## src/rtl/csa_pipelined_final_adder.sv

```systemverilog
// Final carry-propagate adder for the multiplier reduction tree: resolves the
// sum/carry vectors SEG bits per stage through a valid/ready pipeline.
module csa_pipelined_final_adder #(
    parameter int WIDTH = 16,
    parameter int SEG   = 4
) (
    input  logic             clk,
    input  logic             rst,
    input  logic             in_valid,
    output logic             in_ready,
    input  logic [WIDTH-1:0] sum_vec_in,
    input  logic [WIDTH-1:0] carry_vec_in,
    output logic             out_valid,
    input  logic             out_ready,
    output logic [WIDTH:0]   result_out,
    output logic             busy
);
    localparam int STAGES = WIDTH / SEG;

    // Each stage carries the bits resolved so far plus the operands still to add.
    typedef struct packed {
        logic             valid;
        logic             carry;
        logic [WIDTH-1:0] res;
        logic [WIDTH-1:0] a;
        logic [WIDTH-1:0] b;
    } stage_t;

    stage_t         stg_q [STAGES];
    stage_t         stg_d [STAGES];
    stage_t         src_c;
    logic [SEG:0]   seg_c;
    logic           en;

    function automatic logic [SEG:0] seg_add(
        input logic [SEG-1:0] a,
        input logic [SEG-1:0] b,
        input logic           cin
    );
        logic           c;
        logic [SEG-1:0] s;
        c = cin;
        s = '0;
        for (int i = 0; i < SEG; i++) begin
            s[i] = a[i] ^ b[i] ^ c;
            c    = (a[i] & b[i]) | (c & (a[i] ^ b[i]));
        end
        return {c, s};
    endfunction

    // The whole pipeline advances together; only the last stage can hold it.
    always_comb begin
        // NOTE: every combinational variable gets a default first so no path infers a latch.
        en    = out_ready | ~stg_q[STAGES-1].valid;
        src_c = '0;
        seg_c = '0;
        for (int k = 0; k < STAGES; k++) begin
            if (k == 0) begin
                src_c       = '0;
                src_c.valid = in_valid & en;
                src_c.a     = sum_vec_in;
                src_c.b     = carry_vec_in;
            end else begin
                src_c = stg_q[k-1];
            end
            seg_c                   = seg_add(src_c.a[k*SEG +: SEG], src_c.b[k*SEG +: SEG], src_c.carry);
            stg_d[k]                = src_c;
            stg_d[k].res[k*SEG +: SEG] = seg_c[SEG-1:0];
            stg_d[k].carry          = seg_c[SEG];
        end
    end

    always_ff @(posedge clk or posedge rst) begin
        if (rst) begin
            // NOTE: pipeline registers are control-bearing state, so every element is reset.
            for (int k = 0; k < STAGES; k++) begin
                stg_q[k] <= '0;
            end
        end else if (en) begin
            // NOTE: non-blocking so every stage samples its neighbour's pre-edge value.
            stg_q <= stg_d;
        end
    end

    always_comb begin
        in_ready   = en;
        out_valid  = stg_q[STAGES-1].valid;
        result_out = {stg_q[STAGES-1].carry, stg_q[STAGES-1].res};
        busy       = 1'b0;
        for (int k = 0; k < STAGES; k++) begin
            busy = busy | stg_q[k].valid;
        end
    end

endmodule

```

## config.mk

```make
export PLATFORM = sky130hd
export DESIGN_NAME = csa_pipelined_final_adder
export DESIGN_NICKNAME = d
export VERILOG_FILES = /design/src/rtl/csa_pipelined_final_adder.sv
export SDC_FILE = /design/constraint.sdc
export NUM_CORES = 1
export LEC_CHECK = 0
export CAP_MARGIN = 30
export CELL_PAD_IN_SITES_DETAIL_PLACEMENT = 0
export CELL_PAD_IN_SITES_GLOBAL_PLACEMENT = 2
export CORE_MARGIN = 2
export CORE_UTILIZATION = 39
export DETAILED_ROUTE_END_ITERATION = 16
export GPL_TIMING_DRIVEN = 1
export PLACE_DENSITY_LB_ADDON = 0.1
export REMOVE_ABC_BUFFERS = 1
export SYNTH_ARGS = -nofsm -noshare
export SYNTH_HDL_FRONTEND = slang
export SYNTH_SLANG_ARGS = --single-unit
```

## constraint.sdc

```tcl
create_clock -name clk -period 3.2 [get_ports clk]
set_clock_uncertainty 0.05 [all_clocks]
set_input_delay 0.32 -clock clk [delete_from_list [all_inputs] [get_ports clk]]
set_output_delay 0.32 -clock clk [all_outputs]
set_load 0.05 [all_outputs]
```

==> Word-level counts from Yosys, hierarchy flattened <==
Cells that the tools add are included.
{ "totals": {"in_bits": 36, "out_inout_bits": 20, "elab_cells": 101, "register_bits": 144} }
{ "classes": {"bitwise": 83} }
{ "ops": {"columns": ["cell", "count"], "rows": [
  ["$and A1 B1 Y1", 32],
  ["$xor A1 B1 Y1", 31],
  ["$or A1 B1 Y1", 19],
  ["$not A1 Y1", 1]
]} }

==> Logic depth before layout (Yosys ltp) <==
Gate-level depths: netlist of the first run.
{ "depth": {"ltp_word": 9, "depth_mapped": 8, "depth_no_buf": 8} }

==> Worst setup path after synthesis of the first run <==
No wires, ideal clock.
{ "synth_path": {"path_type": "reg-to-reg", "start": "register stg_q, in the netlist src_c[12]", "end": "register stg_q, in the netlist result_out[15]", "n_path_buf": 0, "stages_incl_launch_ff": 9, "required_ps": 3073, "arrival_time_ps": 1950, "period_less_slack_ps": 2077, "setup_time_ps": 77, "path_slack_ps": 1123, "cell_sequence": "dfrtp_1 > fa_1 > inv_1 > fa_1 > inv_1 > fa_1 > inv_1 > fa_1 > a21oi_1"} }
{ "synth_via": {"elab_chain_len": 8, "elab_cells_between_ends": 9, "cone_classes": "bitwise: 9"} }
{ "synth_rtl": {"columns": ["element", "line_no", "text"], "rows": [
  ["from (decl)", "29", "stage_t stg_q [STAGES];"],
  ["from (signal assigned)", "81", "stg_q <= stg_d;"],
  ["$xor A1 B1 Y1", "46", "c = (a[i] & b[i]) | (c & (a[i] ^ b[i]));"],
  ["$and A1 B1 Y1", "46", null],
  ["$or A1 B1 Y1 (*)", "46", null],
  ["$and A1 B1 Y1 (*)", "46", null],
  ["$or A1 B1 Y1 (*)", "46", null],
  ["$and A1 B1 Y1 (*)", "46", null],
  ["$or A1 B1 Y1 (*)", "46", null],
  ["$xor A1 B1 Y1 (*)", "45", "s[i] = a[i] ^ b[i] ^ c;"]
]} }
Mark *: on every way between the ends. The rest lies on a longest branch, timed or not.
A chain may end at the register's enable or synchronous reset.

==> Worst setup path in the final report of the first run <==
{ "layout_path": {"start": "register stg_q, in the netlist out_valid", "end": "output busy"} }
{ "layout_via": {"elab_chain_len": 1} }
{ "layout_rtl": {"columns": ["element", "line_no", "text"], "rows": [
  ["$or A1 B1 Y1", "91", "busy = busy | stg_q[k].valid;"],
  ["to (decl)", "16", "output logic busy"]
]} }
No other way between the ends.

==> flow_summary_export.csv, run 1 <==
group,metric,value,unit
worst_setup_path,worst-path-buf-inv,1,
logic_synthesis,synthesis.area,0.00418,mm2
logic_synthesis,synth_compound_area_frac,0.0108,
floorplanning,die_x,108,um
pwr,power_density,949,mW/mm2
layout,drive_gt1_frac,0.325,
placement,dpl.hpwl,4.10,mm
pwr,clkPwrFrac,0.150,
timing,fmax,386,MHz
routing,postRouteAntennaNets,0,
timing,hold_ws,0.288,ns
logic_synthesis,ys_seq_elements,96,
placement,port-buffer-count,55,
logic_synthesis,synthXorXnorAreaFrac,0,
timing,relSlewSlack,0.518,
routing,finalWirelength,6.37,mm
routing,drc_errors,0,
worst_setup_path,critPathKind,"reg -> out",
timing,drv_slew,0,
clocking,cts_tree,"built",
pwr,static-leakage-power,0.00206,uW
clocking,path_clk_slew,0.09,ns
worst_setup_path,crit_arrival,2.22,ns
logic_synthesis,synth_warnings,0,
logic_synthesis,syn_inst,274,
routing,drt-initial-drc-count,78,
floorplanning,coreArea,0.0104,mm2
pwr,seqPwrFrac,0.440,
clocking,cts_resized,0,
timing,setup_viol,0,
timing,tightest_slew,0.723,ns
logic_synthesis,synth_top_family_by_area,"multiplexers",
routing,wl_per_cell,14.0,um
pwr,intPower,2970,uW
logic_synthesis,synth_cell_type_count,16,
worst_setup_path,critPathLaunchType,"flip-flop",
clocking,clock_sinks,96,
layout,multi_input_area,0.00143,mm2
logic_synthesis,synthMuxAreaShare,0.233,
layout,register_area,0.00240,mm2
pwr,switching_share,0.355,
placement,gp_congestion,0.651,
min_path,min_path_type,"in -> async",
logic_synthesis,synth_area_per_cell,15.3,um2
pwr,power.total,4610,uW
worst_setup_path,cp_num_cells,2,
clocking,numCtsBuffers,9,
run_status,status,"completed",
layout,fillers,960,
floorplanning,rows,37,
worst_setup_path,max_stage_delay,0.72,ns
worst_setup_path,slowest_stage,"clkdlybuf4s50_1",
worst_setup_path,ff2ff_setup_slack,0.98,ns
worst_setup_path,cp_cell_sequence,"or4_1 -> clkdlybuf4s50_1",
logic_synthesis,synth_fa_ha_area_frac,0.0748,
clocking,htree_levels,3,
grt,antenna_found_initial,0,
layout,area_growth,16.2,%
layout,num_antenna_cells,0,
logic_synthesis,synthSimpleGateAreaFrac,0.0227,
clocking,cts_root_buf,"clkbuf_8",
grt,grt_pass1_vias,2236,
grt,grt_max_degree,61,
layout,nets,367,
floorplanning,start_util,0.403,
routing,vias_per_cell,4.61,
timing,setup_tns,0,ns
pwr,ir_drop,0.000470,V
routing,detailroute.via_count,2103,
clocking,cts.path.max_buffers,2,
worst_setup_path,crit_required,2.83,ns
timing,fin_crit_sh,0.810,
worst_setup_path,crit_fanout,12,
floorplanning,die_area,0.0116,mm2
grt,grt_pass1_wl,10.9,mm
pwr,comb_power_share,0.410,
timing,rsz0062_at_grt,"no",
layout,final_util,0.468,
worst_setup_path,worst_setup_path_end_kind,"output port",
timing,hold_viol_final,0,
clocking,clk_latency,0.35,ns
pwr,switchingPower,1640,uW
floorplanning,die_y,108,um
worst_setup_path,path_delay_family,"buffers and inverters",
routing,dr.pass1.iters,4,
run,maxCapViolCount,0,
logic_synthesis,synth_seq_area_share,0.575,
grt,track_usage,0.124,
floorplanning,io_pins,56,
clocking,post-cts-setup-buffers,0,
timing,finalCriticalPeriod,2.59,ns
clocking,hold_buffers,0,
worst_setup_path,reg2regPathDepth,8,
grt,overflow,0,
## worst reg2reg max path, stage by stage, from the launching register on
cell and delay [ns]:
dfrtp_1 0.41, fa_1 0.43, inv_1 0.08, fa_1 0.16, inv_1 0.06, fa_1 0.36, inv_1 0.08, fa_1 0.40
a21oi_1 0.12
## cells in the final DEF, fill, tap and decap left out
cell,instances
mux2_4,2
buf_12,1
mux2_2,82
nor2b_4,1
nand2b_1,1
clkinvlp_4,2
inv_2,1
ha_1,1
clkdlybuf4s50_1,54
inv_4,1
mux2i_1,2
clkbuf_8,10
nor3b_1,9
inv_1,24
a21oi_1,9
dfrtp_1,96
or4_1,1
fa_1,15
clkbuf_1,4
buf_4,4
## registers in the layout, summed over array words and instances, names as in the netlist
signal / cells
out_valid: 1
stg_d: 54
stg_q: 2
src_c: 22
result_out: 17
## area by class of cell
cell class                      instances  area share
Clock buffer                           14      0.0314
Clock inverter                          2     0.00309
Inverter                               26      0.0206
Multi-Input combinational cell        123       0.294
Sequential cell                        96       0.495
Tap cell                              136      0.0350
Timing Repair Buffer                   59       0.122
## logic make-up after synthesis
family	Yosys count
AO/OA/AOI/OAI	9
flip-flops	96
buffers and inverters	55
multiplexers	86
adder cells (fa/ha/maj)	16
AND/OR/NAND/NOR	12
## cell usage after synthesis, drive strengths merged
master	n	share of area
dfrtp	96	0.57
or4	1	0.0018
buf	28	0.060
a21oi	9	0.011
mux2i	2	0.0048
clkbuf	1	0.00090
nand2b	1	0.0015
mux2	84	0.23
ha	1	0.0030
nor3b	9	0.016
fa	15	0.072
nor2b	1	0.0033
inv	26	0.023
## routing by layer
layer	GRT usage	wire [um]
met3	0.0369	301
met2	0.195	3110
met1	0.159	2860
met5	0	0
met4	0.0522	93
## metrics by stage
step | instance area (um2) | instances | worst slack (ns)
3_5_place_dp | 4690 | 440 | 0.768
2_1_floorplan | 3930 | 245 | 0.208
3_3_place_gp | 4690 | 440 | 0.804
6_report | 4860 | 456 | 0.609
5_1_grt | 4860 | 456 | 0.529
4_1_cts | 4860 | 456 | 0.548
## path summary, 6_finish.rpt
kind                                start             end
worst max-delay path            out_valid            busy
worst min-delay path                  rst      stg_d[130]
worst max register to register  src_c[12]  result_out[15]
worst min register to register  src_c[49]       out_valid
max in group asynchronous             rst      stg_d[120]
min in group clk                src_c[49]       out_valid
## power by group through the flow
stage               Clock [uW]  Sequential [uW]  Combinational [uW]
global route               773             2110                2080
floorplan                    0             2380                1010
detailed placement           0             2070                1930
global placement             0             2050                1890
finish                     694             2030                1890
CTS                        727             2040                1930
(Power assumes the default switching activity.)
==> inputs of run 2 (changes only) <==
CORE_UTILIZATION = 35   (was 39)
clock period = 2.35 ns   (was 3.2 ns; I/O delays follow)
==> run 2 against run 1 <==
Clock power grew to 2.6 times the previous value. Cell count rose by 2.6%. Total power increased by 56%. Count of clock-buffer cells in the layout is 3 lower. Global-route usage is 0.74 points lower. Sequential share of layout area decreased by 2.6 points. Critical path depth rose by 6. Combinational power rose by 40%.
==> flow_summary_export.csv, run 2 (synthesis gave the netlist of run 1 again) <==
group,metric,value,unit
clocking,cts_root_buf,"clkbuf_16",
routing,drc_errors,0,
worst_setup_path,worst_setup_path_end_kind,"flip-flop",
worst_setup_path,critPathLaunchType,"flip-flop",
routing,vias_per_cell,4.51,
grt,overflow,0,
timing,hold_viol_final,0,
worst_setup_path,crit_required,2.57,ns
layout,nets,372,
routing,drt-initial-drc-count,72,
clocking,cts.path.max_buffers,2,
layout,layoutNonFillerInstCount,468,
clocking,cts_tree,"built",
timing,fin_crit_sh,0.933,
floorplanning,die_y,113,um
clocking,clock_sinks,96,
layout,drive_gt1_frac,0.348,
timing,setup_viol,0,
worst_setup_path,crit_arrival,2.41,ns
layout,fillers,1075,
grt,grt_max_degree,49,
layout,area_growth,22.7,%
routing,detailroute.via_count,2112,
placement,port-buffer-count,55,
clocking,htree_levels,3,
floorplanning,io_pins,56,
grt,track_usage,0.116,
grt,grt_pass1_vias,2244,
clocking,post-cts-setup-buffers,0,
layout,num_antenna_cells,0,
run_status,status,"completed",
layout,final_common_cell,"dfrtp_1",
pwr,power.total,7200,uW
timing,hold_ws,0.159,ns
min_path,min_path_type,"in -> async",
timing,finalCriticalPeriod,2.19,ns
grt,antenna_found_initial,0,
worst_setup_path,critPathKind,"reg -> reg",
clocking,numCtsBuffers,9,
timing,fmax,456,MHz
routing,postRouteAntennaNets,0,
floorplanning,coreArea,0.0115,mm2
clocking,cts_resized,0,
placement,gp_congestion,0.669,
placement,placed_cells,452,
grt,grt_pass1_wl,11.4,mm
run,maxCapViolCount,0,
clocking,hold_buffers,0,
placement,dpl.hpwl,4.44,mm
layout,finalInstanceArea,0.00513,mm2
floorplanning,die_x,113,um
timing,drv_slew,0,
floorplanning,rows,39,
layout,largest_reg_flops,54,
clocking,path_clk_slew,0.06,ns
floorplanning,die_area,0.0128,mm2
timing,rsz0062_at_grt,"no",
pwr,ir_drop,0.000658,V
clocking,clk_latency,0.34,ns
routing,wl_per_cell,14.2,um
layout,final_cell_mix,"96 x dfrtp_1, 82 x mux2_2, 53 x clkdlybuf4s50_1, 24 x inv_1, 15 x fa_1",
timing,tightest_slew,0.503,ns
timing,relSlewSlack,0.664,
pwr,static-leakage-power,0.00220,uW
worst_setup_path,crit_fanout,2,
routing,finalWirelength,6.65,mm
pwr,power_density,1400,mW/mm2
routing,dr.pass1.iters,4,
floorplanning,start_util,0.363,
placement,place_area,0.00476,mm2
## run 2: final cells by class
class	instances	area (um2)	share of cell area
Inverter	26	100	0.0195
Sequential cell	96	2400	0.468
Tap cell	143	179	0.0349
Clock buffer	11	243	0.0473
Multi-Input combinational cell	123	1430	0.278
Timing Repair Buffer	64	651	0.127
Clock inverter	5	128	0.0249
## run 2: worst paths after layout
kind / from / to / slack, ns / depth (start not counted)
hold reg to reg: src_c[49] / out_valid / 0.44 / 1
setup / recovery: src_c[12] / result_out[15] / 0.16 / 8
max in group asynchronous: rst / result_out[0] / 1.44 / 3
setup reg to reg: src_c[12] / result_out[15] / 0.16 / 8
hold / removal: rst / stg_d[124] / 0.16 / 2
min in group clk: src_c[49] / out_valid / 0.44 / 1
## run 2: report_power, final
part,switching [uW],internal [uW]
sequential,394,2370
clock,612,1180
combinational,1330,1310
## run 2: critical path: stages, from the launching register on
cell and delay, ns:
dfrtp_1 0.40, fa_1 0.41, inv_1 0.07, fa_1 0.17
inv_1 0.06, fa_1 0.35, inv_1 0.08, fa_1 0.40
a21oi_1 0.13
## run 2: through the flow
| stage | utilization | setup TNS, ns | setup WS [ns] |
|---|---|---|---|
| floorplan | - | -66.05 | -0.642 |
| global placement | 0.413 | 0 | 0.0389 |
| detailed placement | 0.413 | 0 | 0.0342 |
| CTS | 0.445 | 0 | 0.128 |
| global route | 0.445 | 0 | 0.00560 |
| finish | 0.445 | 0 | 0.158 |
## run 2: per-layer routing
metal	share of wire	up-vias	track usage
met5	0	-	0
met3	0.047	8	0.0461
met2	0.45	38	0.176
met4	0.017	0	0.0390
met1	0.48	1081	0.153
li1	-	985	-
